$ cat config.mk
export PLATFORM = sky130hd
export DESIGN_NAME = fp16_result_stage
export DESIGN_NICKNAME = d
export VERILOG_FILES = /design/src/rtl/fp16_result_stage.sv
export SDC_FILE = /design/constraint.sdc
export NUM_CORES = 1
export LEC_CHECK = 0
export BUFFER_PORTS_ARGS = -buffer_cell sky130_fd_sc_hd__buf_2
export CORE_MARGIN = 2
export CORE_UTILIZATION = 48
export DETAILED_ROUTE_END_ITERATION = 10
export PLACE_DENSITY = 0.75
export SYNTH_ARGS = -nofsm -noshare
export SYNTH_HDL_FRONTEND = slang
export SYNTH_SLANG_ARGS = --single-unit
$ cat constraint.sdc
create_clock -name iClk -period 2.5 [get_ports iClk]
set_clock_uncertainty 0.05 [all_clocks]
set_input_delay 0.5 -clock iClk [delete_from_list [all_inputs] [get_ports iClk]]
set_output_delay 0.5 -clock iClk [all_outputs]
set_load 0.05 [all_outputs]
$ cat src/rtl/fp16_result_stage.sv
// fp16_result_stage: registered skid-buffered output stage with result classification and saturating counters
module fp16_result_stage #(
  parameter int BITS  = 16,
  parameter int CNT_W = 16
) (
  input  logic             iClk,
  input  logic             iRst,
  input  logic             iValid,
  output logic             oReady,
  input  logic [BITS-1:0]  iZ,
  output logic             oValid,
  input  logic             iReady,
  output logic [BITS-1:0]  oZ,
  output logic [4:0]       oFlags,
  input  logic             iClear,
  output logic [CNT_W-1:0] oNanCnt,
  output logic [CNT_W-1:0] oInfCnt,
  output logic [CNT_W-1:0] oSubCnt,
  output logic [CNT_W-1:0] oTotCnt
);
  typedef enum logic [1:0] {EMPTY, ONE, FULL} state_e;
  state_e state_q, state_d;
  logic [BITS+4:0] main_q, main_d, skid_q, skid_d, in_w;
  logic [3:0][CNT_W-1:0] cnt_q, cnt_d;
  logic ready_q, accept, deliver;
  logic e_max, e_zero, f_zero, nan_w, inf_w, zero_w, sub_w;
  logic [3:0] hit;
  assign e_max   = iZ[14:10] == 5'h1F;
  assign e_zero  = iZ[14:10] == 5'h00;
  assign f_zero  = iZ[9:0] == 10'h000;
  assign nan_w   = e_max && !f_zero;
  assign inf_w   = e_max && f_zero;
  assign zero_w  = e_zero && f_zero;
  assign sub_w   = e_zero && !f_zero;
  assign in_w    = {iZ, iZ[15], sub_w, zero_w, inf_w, nan_w};
  assign hit     = {1'b1, sub_w, inf_w, nan_w};
  assign accept  = iValid && ready_q;
  assign deliver = (state_q != EMPTY) && iReady;
  assign oReady  = ready_q;
  assign oValid  = state_q != EMPTY;
  assign oZ      = main_q[BITS+4:5];
  assign oFlags  = main_q[4:0];
  assign oNanCnt = cnt_q[0];
  assign oInfCnt = cnt_q[1];
  assign oSubCnt = cnt_q[2];
  assign oTotCnt = cnt_q[3];
  // next state and storage moves; FULL never accepts because ready is low there
  always_comb begin
    state_d = state_q;
    main_d  = main_q;
    skid_d  = skid_q;
    case (state_q)
      EMPTY: if (accept) begin
        state_d = ONE;
        main_d  = in_w;
      end
      ONE: if (accept && deliver) main_d = in_w;
        else if (accept) begin
          state_d = FULL;
          skid_d  = in_w;
        end else if (deliver) state_d = EMPTY;
      FULL: if (deliver) begin
        state_d = ONE;
        main_d  = skid_q;
      end
      default: state_d = EMPTY;
    endcase
  end
  // state, buffers and the registered ready
  always_ff @(posedge iClk) begin
    if (iRst) begin
      state_q <= EMPTY;
      main_q  <= '0;
      skid_q  <= '0;
      ready_q <= 1'b1;
    end else begin
      state_q <= state_d;
      main_q  <= main_d;
      skid_q  <= skid_d;
      ready_q <= state_d != FULL;
    end
  end
  // saturating event counters; clear beats a same-cycle accept
  always_comb begin
    for (int k = 0; k < 4; k++)
      cnt_d[k] = iClear ? '0 : cnt_q[k] + {{(CNT_W-1){1'b0}}, accept && hit[k] && (cnt_q[k] != '1)};
  end
  // counter registers
  always_ff @(posedge iClk) begin
    cnt_q <= iRst ? '0 : cnt_d;
  end
endmodule

# Yosys cells after proc, flatten, opt, wreduce, memory -nomap -nowiden
# Index checks and enable logic that the tools add are counted.
# Widths: inputs -> output; s select.
# word_totals
register_bits	109
in_bits	21
word_cells	57
# op_classes
n_addsub	4
eq_ne	11
n_mux	10
bitwise	1
reduce_logical	23
# op_table
cell	n
$add 16x1->16	4
$ne 16x16->1 const B	4
$mux 21	3
$pmux 21 s3	1
$logic_and 1x1->1	14
$logic_not 10->1	1
$mux 2	5
$ne 2x2->1 const B	4
$pmux 2 s3	1
$eq 5x5->1 const B	1
$logic_not 5->1	1
$reduce_and 4->1	1
$reduce_and 3->1	1
$reduce_bool 3->1	1
$eq 2x1->1 const B	1
$eq 2x2->1 const B	1
$logic_not 2->1	1
$reduce_bool 2->1	1
$reduce_or 2->1	1
$logic_not 1->1	1
$not 1->1	1

# Longest topological paths before layout
# Gate-level depths: netlist of run 1.
# logic_depth
word_depth	7
mapped_depth	10

# Worst setup path before layout of run 1
# No wires, ideal clock.
# synth_timing
path_type	input to register
startpoint	input iZ[11]
endpoint	register cnt_q, in the netlist oSubCnt[14]
setup_time_ns	0.070
t_arrival_ns	2.544
setup_slack_ns	-0.164
cell_stages	9
cell_sequence	or4_1 > nor2_2 > nand4_1 > a21oi_1 > ha_1 > ha_1 > nand3_1 > or4_1 > a21oi_1
# synth_via
elab_chain_len	5
# synth_rtl
item	line	rtl
start: declaration	10	input logic [BITS-1:0] iZ,
$logic_not 5->1	29	assign e_zero = iZ[14:10] == 5'h00;
$logic_and 1x1->1	34	assign sub_w = e_zero && !f_zero;
$logic_and 1x1->1 (2 in series)	86	cnt_d[k] = iClear ? '0 : cnt_q[k] + {{(CNT_W-1){1'b0}}, accept && hit[k] && (cnt_q[k] != '1)};
$add 16x1->16	86	
end signal: assignment	90	cnt_q <= iRst ? '0 : cnt_d;
end: declaration	24	logic [3:0][CNT_W-1:0] cnt_q, cnt_d;
# Every way passes these cells.
# A chain may end at the register's enable or synchronous reset.

# Worst setup path in the final report of run 1
# Same ends and word-level chain as after synthesis.

==> impl_metrics.csv, run 1 <==
group,metric,value,unit
yosys,synth-edff-count,0,
sta,fin_ws,0.09536,ns
clocking,postCtsHoldBufs,0,
yosys,ys.flop_type,"dfxtp_1",
final_layout,seqCellArea,2160,um2
clocking,htree_levels,3,
run,maxCapViolations,0,
worst_setup_path,worstSetupPathType,"in -> reg",
yosys,async_reset_ff_share,0,%
yosys,synth.area.top_cells,"dfxtp_1 (46%), nand2_1 (7.6%), nor2_1 (6.1%)",
final_layout,multi_input_area,2457,um2
place,placed_cells,818,
global_route,track_usage,21.59,%
yosys,syn-num-nets,588,
clocking,clkSlewWorstSetupHoldPaths,0.10,ns
worst_setup_path,r2r_cells,10,
sta,timing.fmax,415.9,MHz
global_route,antenna_found_initial,0,
yosys,ys_seq_area_share,45.89,%
worst_hold_path,worstHoldPathType,"in -> reg",
place,dp_slack,-0.2424,ns
yosys,synthTopCellsByCount,"dfxtp_1 (107), nand2_1 (94), nor2_1 (76), nand3_1 (41), a21oi_1 (29)",
yosys,yosysTopAreaCell,"dfxtp_1",
floorplanning,die_w,102.6,um
final_layout,synthToLayoutAreaGrowth,28.06,%
global_route,grt_pass1_wl,18.46,mm
yosys,mappedNetlistArea,4668,um2
worst_setup_path,startpoint_type,"primary input",
routing,vias,4396,
sta,finalCritPeriodShare,96.19,%
yosys,syn_inst,557,
final_layout,drive_gt1_share,29.46,%
pwr,power_density,562.7,nW/um2
routing,ant_nets,0,
global_route,grt-ovfl-total,0,
floorplanning,die_area,10530,um2
final_layout,nNetsFinal,732,
routing,drt-initial-drc-count,131,
routing,drc,0,
yosys,yosys_warnings,0,
clocking,cts_buffers,9,
sta,period_minus_slack,2.405,ns
worst_setup_path,cp.required,2.74,ns
routing,routedWlPerCell,13.60,um
sta,timing.setup.tns,0,ns
place,dp_hpwl,8.102,mm
floorplanning,initial_utilization,50.05,%
yosys,yosysUniqueCellTypes,47,
yosys,synth_top_area_share,45.89,%
status,status,"finished, final reports clean",
worst_setup_path,crit_fanout,3,
clocking,cts_buffer_depth,2,
floorplanning,core,9328,um2
pwr,p_leak,2.518,nW
yosys,synth_area_per_cell,8.381,um2
place,io_buffers,107,
sta,slew_violations,0,
sta,slew_headroom,42.05,%
final_layout,fin_cells,836,
routing,dr.pass1.iters,4,
worst_setup_path,crit_path_end_kind,"register",
clocking,root_buffer,"clkbuf_8",
place,place_congestion,0.8677,
clocking,clock_latency,0.36,ns
yosys,yosysMostFrequentCell,"dfxtp_1",
pwr,total_power,0.003364,W
clocking,cts_tree,"yes",
floorplanning,placementRows,35,
sta,hold_ws,0.3431,ns
sta,setup_viol,0,
worst_hold_path,holdPathStages,3,
worst_setup_path,arrival,2.64,ns
sta,tightestPinTransition,0.8692,ns
floorplanning,io_pins,108,
yosys,synth_seq_cells,107,
pwr,peakVddDrop,0.3593,mV
global_route,grt_max_degree,45,
floorplanning,fp.dieH,102.6,um
global_route,grt_pass1_vias,4122,
final_layout,final.fill_count,817,
sta,rsz0062_at_grt,"yes",
clocking,cts_sinks,107,
sta,hold_viol,0,
routing,wl,11.37,mm
routing,via_per_inst,5.258,
## power breakdown
group          internal [W]  switching [W]
sequential          0.00175      0.0000259
combinational      0.000108       0.000280
clock              0.000583       0.000621
## area by class of cell
class | count | area share, %
clock inverter | 7 | 1.779
sequential | 107 | 36.12
clock buffer | 9 | 2.072
tap | 129 | 2.700
multi-input combinational | 416 | 41.11
timing repair buffer | 162 | 15.86
antenna | 1 | 0.04186
inverter | 5 | 0.3139
## final timing paths
path              startpoint  slack [ns]     endpoint
setup reg to reg  oNanCnt[8]        0.14  oNanCnt[12]
hold / removal        iZ[15]        0.34    skid_q[4]
setup / recovery      iZ[11]         0.1  oSubCnt[14]
hold reg to reg    skid_q[5]        0.41    skid_q[5]
## cells in the final DEF, fill, tap and decap left out, types with 10 or more instances in the layout
cell type / count
nand2_1: 94
a311oi_1: 20
and2_1: 11
dfxtp_1: 97
nor2_1: 76
buf_4: 55
buf_2: 107
nor3_1: 10
a21oi_1: 27
nand3_1: 40
nand4_1: 14
xnor2_1: 19
xor2_1: 26
## critical path: stages
cell and delay [ns]:
buf_2 0.11, or4_4 0.54, nor2_4 0.15, nand4_1 0.13
a21oi_2 0.14, ha_2 0.23, ha_4 0.15, nand3_2 0.08
or4_1 0.50, a21oi_2 0.12
## metal layers
| metal | track usage (%) | up-vias | part of all wire, % |
|---|---|---|---|
| li1 | - | 2225 | - |
| met1 | 27.93 | 2062 | 45 |
| met2 | 36.65 | 101 | 49 |
| met3 | 4.000 | 8 | 4.5 |
| met4 | 6.667 | 0 | 0.85 |
| met5 | 0 | - | 0 |
## state kept, by name (all words and copies together), names as in the netlist
register	cells
oTotCnt	16
main_q	20
oSubCnt	16
skid_q	20
oNanCnt	16
oReady	1
oInfCnt	16
state_q	2
## what timing repair did
action                     in CTS  in global routing
setup buffers                   0                  1
setup endpoints to repair       0                 11
gates resized for setup         0                  9
hold endpoints to repair        0                  0
## metrics by stage
step | utilization (%) | cell area (um2)
floorplan | - | 4710
global placement | 61.07 | 5697
detailed placement | 61.07 | 5697
CTS | 63.54 | 5927
global route | 64.06 | 5976
finish | 64.09 | 5978
## cell families after synthesis
| logic type | synth area share, % |
|---|---|
| buffers and inverters | 2.868 |
| muxes | 0.2144 |
| DFF | 45.89 |
| and+or+nand+nor | 30.64 |
| AOI/OAI and AO/OA | 9.274 |
| adders and majority gates | 2.680 |
| xor gates and xnor gates | 8.443 |
Power figures use the tool's default switching activity.
==> run 2, diff against run 1 <==
--- a/config.mk
+++ b/config.mk
@@ -7,9 +7,8 @@
 export LEC_CHECK = 0
 export BUFFER_PORTS_ARGS = -buffer_cell sky130_fd_sc_hd__buf_2
 export CORE_MARGIN = 2
-export CORE_UTILIZATION = 48
+export CORE_UTILIZATION = 40
 export DETAILED_ROUTE_END_ITERATION = 10
-export PLACE_DENSITY = 0.75
 export SYNTH_ARGS = -nofsm -noshare
 export SYNTH_HDL_FRONTEND = slang
 export SYNTH_SLANG_ARGS = --single-unit
==> impl_metrics.csv, run 2 (same netlist as run 1, synthesis figures left out) <==
group,metric,value,unit
pwr,p_leak,2.503,nW
pwr,switchingPower,0.0009193,W
pwr,p_clk_share,38.8,%
pwr,p_comb_share,11.0,%
final_layout,drive_gt1_share,28.65,%
place,placed_cell_area,5662,um2
status,status,"finished, final reports clean",
final_layout,final_cell_mix,"buf_2 (107), dfxtp_1 (97), nand2_1 (94)",
run,maxCapViolations,0,
clocking,root_buffer,"clkbuf_16",
final_layout,reg.largest.list,"main_q (20), skid_q (20)",
sta,slew_violations,0,
worst_setup_path,cp.required,2.73,ns
final_layout,final_common_cell,"buf_2",
pwr,pwr-share-seq,50.2,%
floorplanning,fp.dieH,112.0,um
clocking,cts_buffers,9,
floorplanning,core,11420,um2
worst_setup_path,startpoint,"iZ[11]",
final_layout,utilization,52.55,%
final_layout,fin_area,6001,um2
routing,ant_nets,0,
clocking,cts_sinks,107,
worst_setup_path,arrival,2.61,ns
sta,period_minus_slack,2.377,ns
clocking,cts_buffer_depth,2,
routing,via_per_inst,5.228,
worst_setup_path,crit_path_end_kind,"register",
worst_setup_path,critPathCapture,"oSubCnt[14]",
floorplanning,io_pins,108,
sta,timing.setup.tns,0,ns
pwr,peakVddDrop,0.3814,mV
global_route,antenna_found_initial,0,
worst_hold_path,holdPathStages,3,
worst_setup_path,r2r_cells,10,
sta,tightestPinTransition,0.4714,ns
worst_setup_path,regToRegSetupSlack,0.14,ns
global_route,grt_pass1_wl,19.03,mm
floorplanning,placementRows,39,
place,io_buffers,107,
place,place_congestion,0.7670,
final_layout,fin_cells,841,
worst_setup_path,crit_fanout,3,
final_layout,synthToLayoutAreaGrowth,28.54,%
sta,hold_viol,0,
worst_setup_path,r2r-start,"oNanCnt[8]",
sta,timing.fmax,420.8,MHz
pwr,intPower,0.002607,W
sta,hold_ws,0.3568,ns
routing,wl,11.47,mm
global_route,grt_pass1_vias,4018,
clocking,htree_levels,3,
place,placed_cells,825,
sta,slew_headroom,68.58,%
routing,drt-initial-drc-count,241,
pwr,power_density,587.7,nW/um2
global_route,grt_max_degree,45,
clocking,clock_latency,0.35,ns
floorplanning,die_w,112.0,um
routing,routedWlPerCell,13.64,um
worst_hold_path,worstHoldPathType,"in -> reg",
worst_setup_path,startpoint_type,"primary input",
sta,setup_viol,0,
place,dp_hpwl,8.288,mm
global_route,track_usage,18.39,%
sta,finalCritPeriodShare,95.07,%
final_layout,nNetsFinal,725,
floorplanning,initial_utilization,40.88,%
global_route,grt-ovfl-total,0,
floorplanning,die_area,12550,um2
pwr,switching_share,26.07,%
clocking,cts_tree,"yes",
worst_setup_path,r2r_end,"oNanCnt[4]",
routing,vias,4397,
worst_setup_path,worstSetupPathType,"in -> reg",
final_layout,n_antenna_cell,0,
routing,drc,0,
routing,dr.pass1.iters,4,
clocking,clkSlewWorstSetupHoldPaths,0.06,ns
[run 2: timing repair]
item                                    CTS  global route
endpoints found under the setup margin    0            11
resized for setup                         0            13
hold buffers                              0             0
buffers inserted                          0             1
[run 2: stage by stage]
step / total power [W] / setup slack [ns]
after floorplan: 0.002082 / -0.09653
after global placement: 0.002197 / -0.1852
after detailed placement: 0.002202 / -0.2704
final: 0.003526 / 0.1234
after CTS: 0.003578 / 0.06277
after global routing: 0.003665 / -0.05516
[run 2: power groups by stage]
stage / logic, W / clock network, W / registers (W)
floorplan: 0.000144 / 0 / 0.00194
global placement: 0.000386 / 0 / 0.00181
detailed placement: 0.000390 / 0 / 0.00181
CTS: 0.000390 / 0.00141 / 0.00177
global route: 0.000419 / 0.00147 / 0.00178
finish: 0.000387 / 0.00137 / 0.00177
[run 2: how the worst min path moves through the flow]
stage / startpoint / endpoint / slack, ns
after floorplan: skid_q[1] / skid_q[1] / 0.38
after global placement: skid_q[0] / skid_q[0] / 0.39
after detailed placement: skid_q[1] / skid_q[1] / 0.40
after CTS: iZ[15] / skid_q[4] / 0.34
after global routing: iZ[15] / skid_q[4] / 0.36
final: iZ[15] / skid_q[4] / 0.36
[run 2: area by class of cell]
cell class	count	area, um2
Clock buffer	14	274.0
Fill cell	1100	5418
Inverter	5	18.77
Multi-Input combinational cell	416	2464
Sequential cell	107	2162
Timing Repair Buffer	155	895.9
Clock inverter	1	7.507
Tap cell	143	178.9
[run 2: critical path: stages]
cell and delay, ns:
buf_2 0.11, or4_4 0.55, nor2_4 0.12, nand4_1 0.14, a21oi_2 0.14, ha_2 0.22
ha_4 0.15, nand3_2 0.08, or4_4 0.49, a21oi_2 0.12
[run 2: metal layers]
layer  track usage (%)  share of wire (%)
met5                 0                  0
met4             7.967                2.0
met3             3.726                4.7
met2             29.98                 47
met1             23.80                 46
==> run 3, diff against run 2 <==
--- a/config.mk
+++ b/config.mk
@@ -5,6 +5,7 @@
 export SDC_FILE = /design/constraint.sdc
 export NUM_CORES = 1
 export LEC_CHECK = 0
+export ABC_AREA = 1
 export BUFFER_PORTS_ARGS = -buffer_cell sky130_fd_sc_hd__buf_2
 export CORE_MARGIN = 2
 export CORE_UTILIZATION = 40
==> impl_metrics.csv, run 3 <==
group,metric,value,unit
status,status,"finished, final reports clean",
final_layout,synthToLayoutAreaGrowth,20.19,%
worst_setup_path,crit_path_end_kind,"register",
yosys,yosysUniqueCellTypes,32,
floorplanning,die_w,116.7,um
worst_setup_path,cp.required,2.66,ns
yosys,synthTopCellsByCount,"nor2_1 (157), nand2_1 (152), dfxtp_1 (107), inv_1 (59), a21oi_1 (42)",
routing,drc,0,
worst_setup_path,crit_fanout,6,
routing,routedWlPerCell,12.64,um
global_route,grt_pass1_vias,4390,
clocking,postCtsHoldBufs,0,
clocking,clock_latency,0.35,ns
global_route,grt_max_degree,42,
sta,timing.fmax,456.9,MHz
floorplanning,initial_utilization,40.60,%
final_layout,drive_gt1_share,21.23,%
worst_hold_path,min_from,"iRst",
worst_setup_path,r2r_end,"oSubCnt[10]",
worst_setup_path,r2r_cells,11,
global_route,track_usage,18.84,%
yosys,ys_seq_area_share,42.15,%
worst_hold_path,worstHoldPathType,"in -> reg",
clocking,cts_tree,"yes",
place,place_congestion,0.8676,
routing,vias,4966,
sta,slew_violations,0,
clocking,cts_buffer_depth,2,
final_layout,fin_area,6108,um2
global_route,antenna_found_initial,0,
pwr,peakVddDrop,0.2440,mV
clocking,cts_resized,0,
worst_setup_path,cpPeakStageDelay,0.42,ns
worst_setup_path,arrival,2.34,ns
routing,via_per_inst,4.869,
worst_setup_path,startpoint_type,"register",
clocking,clkSlewWorstSetupHoldPaths,0.07,ns
final_layout,final_cell_mix,"nor2_1 (157), nand2_1 (152), buf_2 (107), dfxtp_1 (107), inv_1 (59)",
worst_hold_path,holdPathStages,2,
final_layout,reg.largest.list,"main_q (20), skid_q (20)",
sta,setup_viol,0,
final_layout,fin_cells,1020,
clocking,htree_levels,3,
global_route,grt-ovfl-total,0,
floorplanning,placementRows,41,
clocking,cts_buffers,9,
global_route,grt_pass1_wl,20.33,mm
yosys,synth.area.top_cells,"dfxtp_1 (42%), nor2_1 (12%), nand2_1 (11%)",
worst_setup_path,path_cells,"nand2_1 -> nor2_1 -> nand4_1 -> nor3b_1 -> ha_1 -> ha_1 -> nand3_2 -> nor2_4 -> nand2_2 -> xor2_1 -> nor2_1",
clocking,cts_sinks,107,
yosys,syn-num-nets,763,
routing,dr.pass1.iters,5,
yosys,syn_inst,732,
final_layout,final_common_cell,"nor2_1",
routing,drt-initial-drc-count,207,
final_layout,n_antenna_cell,0,
place,placed_cells,1004,
sta,timing.setup.tns,0,ns
routing,ant_nets,0,
yosys,ys.flop_type,"dfxtp_1",
floorplanning,die_area,13620,um2
sta,finalCritPeriodShare,87.54,%
worst_setup_path,cpMaxStageDelayCell,"dfxtp_1",
final_layout,nNetsFinal,874,
yosys,yosysMostFrequentCell,"nor2_1",
yosys,synth_seq_cells,107,
sta,tightestPinTransition,0.7573,ns
place,io_buffers,107,
worst_setup_path,r2r-start,"oSubCnt[6]",
place,placed_cell_area,5816,um2
clocking,root_buffer,"clkbuf_16",
sta,rsz0062_at_grt,"no",
pwr,power_density,577.5,nW/um2
yosys,mappedNetlistArea,5082,um2
run,maxCapViolations,0,
place,dp_hpwl,9.431,mm
routing,wl,12.90,mm
worst_setup_path,regToRegSetupSlack,0.31,ns
worst_setup_path,worstSetupPathType,"reg -> reg",
yosys,synth_area_per_cell,6.943,um2
worst_hold_path,hold-path-endpoint,"state_q[0]",
floorplanning,core,12520,um2
yosys,yosysTopAreaCell,"dfxtp_1",
yosys,synth-edff-count,0,
pwr,p_leak,2.537,nW
sta,hold_viol,0,
sta,period_minus_slack,2.189,ns
yosys,synth_top_area_share,42.15,%
sta,slew_headroom,49.44,%
yosys,yosys_warnings,0,
yosys,async_reset_ff_share,0,%
floorplanning,io_pins,108,
clocking,post_cts_buffers,0,
floorplanning,fp.dieH,116.7,um
## run 3: cell types whose count changed after synthesis, moves of 15 or more
cell      before  now
xnor2_1       19    3
clkbuf_1      22    7
o21ai_1        0   31
a311oi_1      20    0
o21ai_0        4   33
nor2_1        76  157
inv_1          5   59
nand2_1       94  152
xor2_1        26    8
## run 3: cells by family after synthesis
group           share of synthesized area, %
simple gates                           33.31
xor+xnor                               1.896
flops                                  42.15
fa+ha+maj                              2.462
buf+inv                                7.730
compound gates                         12.46
## run 3: power by group
group / total (W) / internal (W) / leakage [nW] / switching (W)
clock network: 0.00140 / 0.000785 / 0.146 / 0.000611
logic: 0.000358 / 0.0000927 / 1.52 / 0.000265
registers: 0.00177 / 0.00175 / 0.868 / 0.0000241
total: 0.00353 / 0.00263 / 2.54 / 0.000900
## run 3: worst max-delay path by stage
stage	from	to	slack, ns	depth (start not counted)
after CTS	oSubCnt[6]	oSubCnt[10]	0.29	11
final	oSubCnt[6]	oSubCnt[10]	0.31	11
after floorplan	oTotCnt[3]	oTotCnt[10]	0.22	12
after detailed placement	iZ[10]	oSubCnt[12]	0.006	14
after global placement	iZ[10]	oSubCnt[12]	0.04	14
after global routing	oNanCnt[6]	oNanCnt[4]	0.13	11
## run 3: final cells by class
cell class,instances,area [um2]
Fill cell,1322,6409
Multi-Input combinational cell,534,2547
Sequential cell,107,2142
Timing Repair Buffer,123,655.6
Clock buffer,15,287.8
Inverter,68,255.2
Tap cell,172,215.2
Clock inverter,1,5.005
## run 3: per-stage QoR
step,hold slack [ns],setup WS [ns],total power (W),util [%]
floorplan,0.4117,0.2223,0.002076,-
global placement,0.4195,0.04155,0.002168,46.46
detailed placement,0.4323,0.005850,0.002173,46.46
CTS,0.3227,0.2871,0.003574,48.80
global route,0.3317,0.1265,0.003683,48.80
finish,0.3325,0.3114,0.003527,48.80
## run 3: per-layer routing
| layer | vias to the layer above | GRT usage (%) | routed length, um |
|---|---|---|---|
| met1 | 2271 | 25.84 | 6342 |
| met5 | - | 0 | 0 |
| li1 | 2560 | - | - |
| met4 | 0 | 7.608 | 215 |
| met2 | 120 | 29.87 | 5815 |
| met3 | 15 | 2.698 | 522 |
## run 3: worst max-delay path, delay by kind of cell, from the launching register on
family,cells,cell delay (ns)
flip-flops,1,0.42
XOR/XNOR,1,0.15
adder cells (fa/ha/maj),2,0.42
AND/OR/NAND/NOR,8,1.01
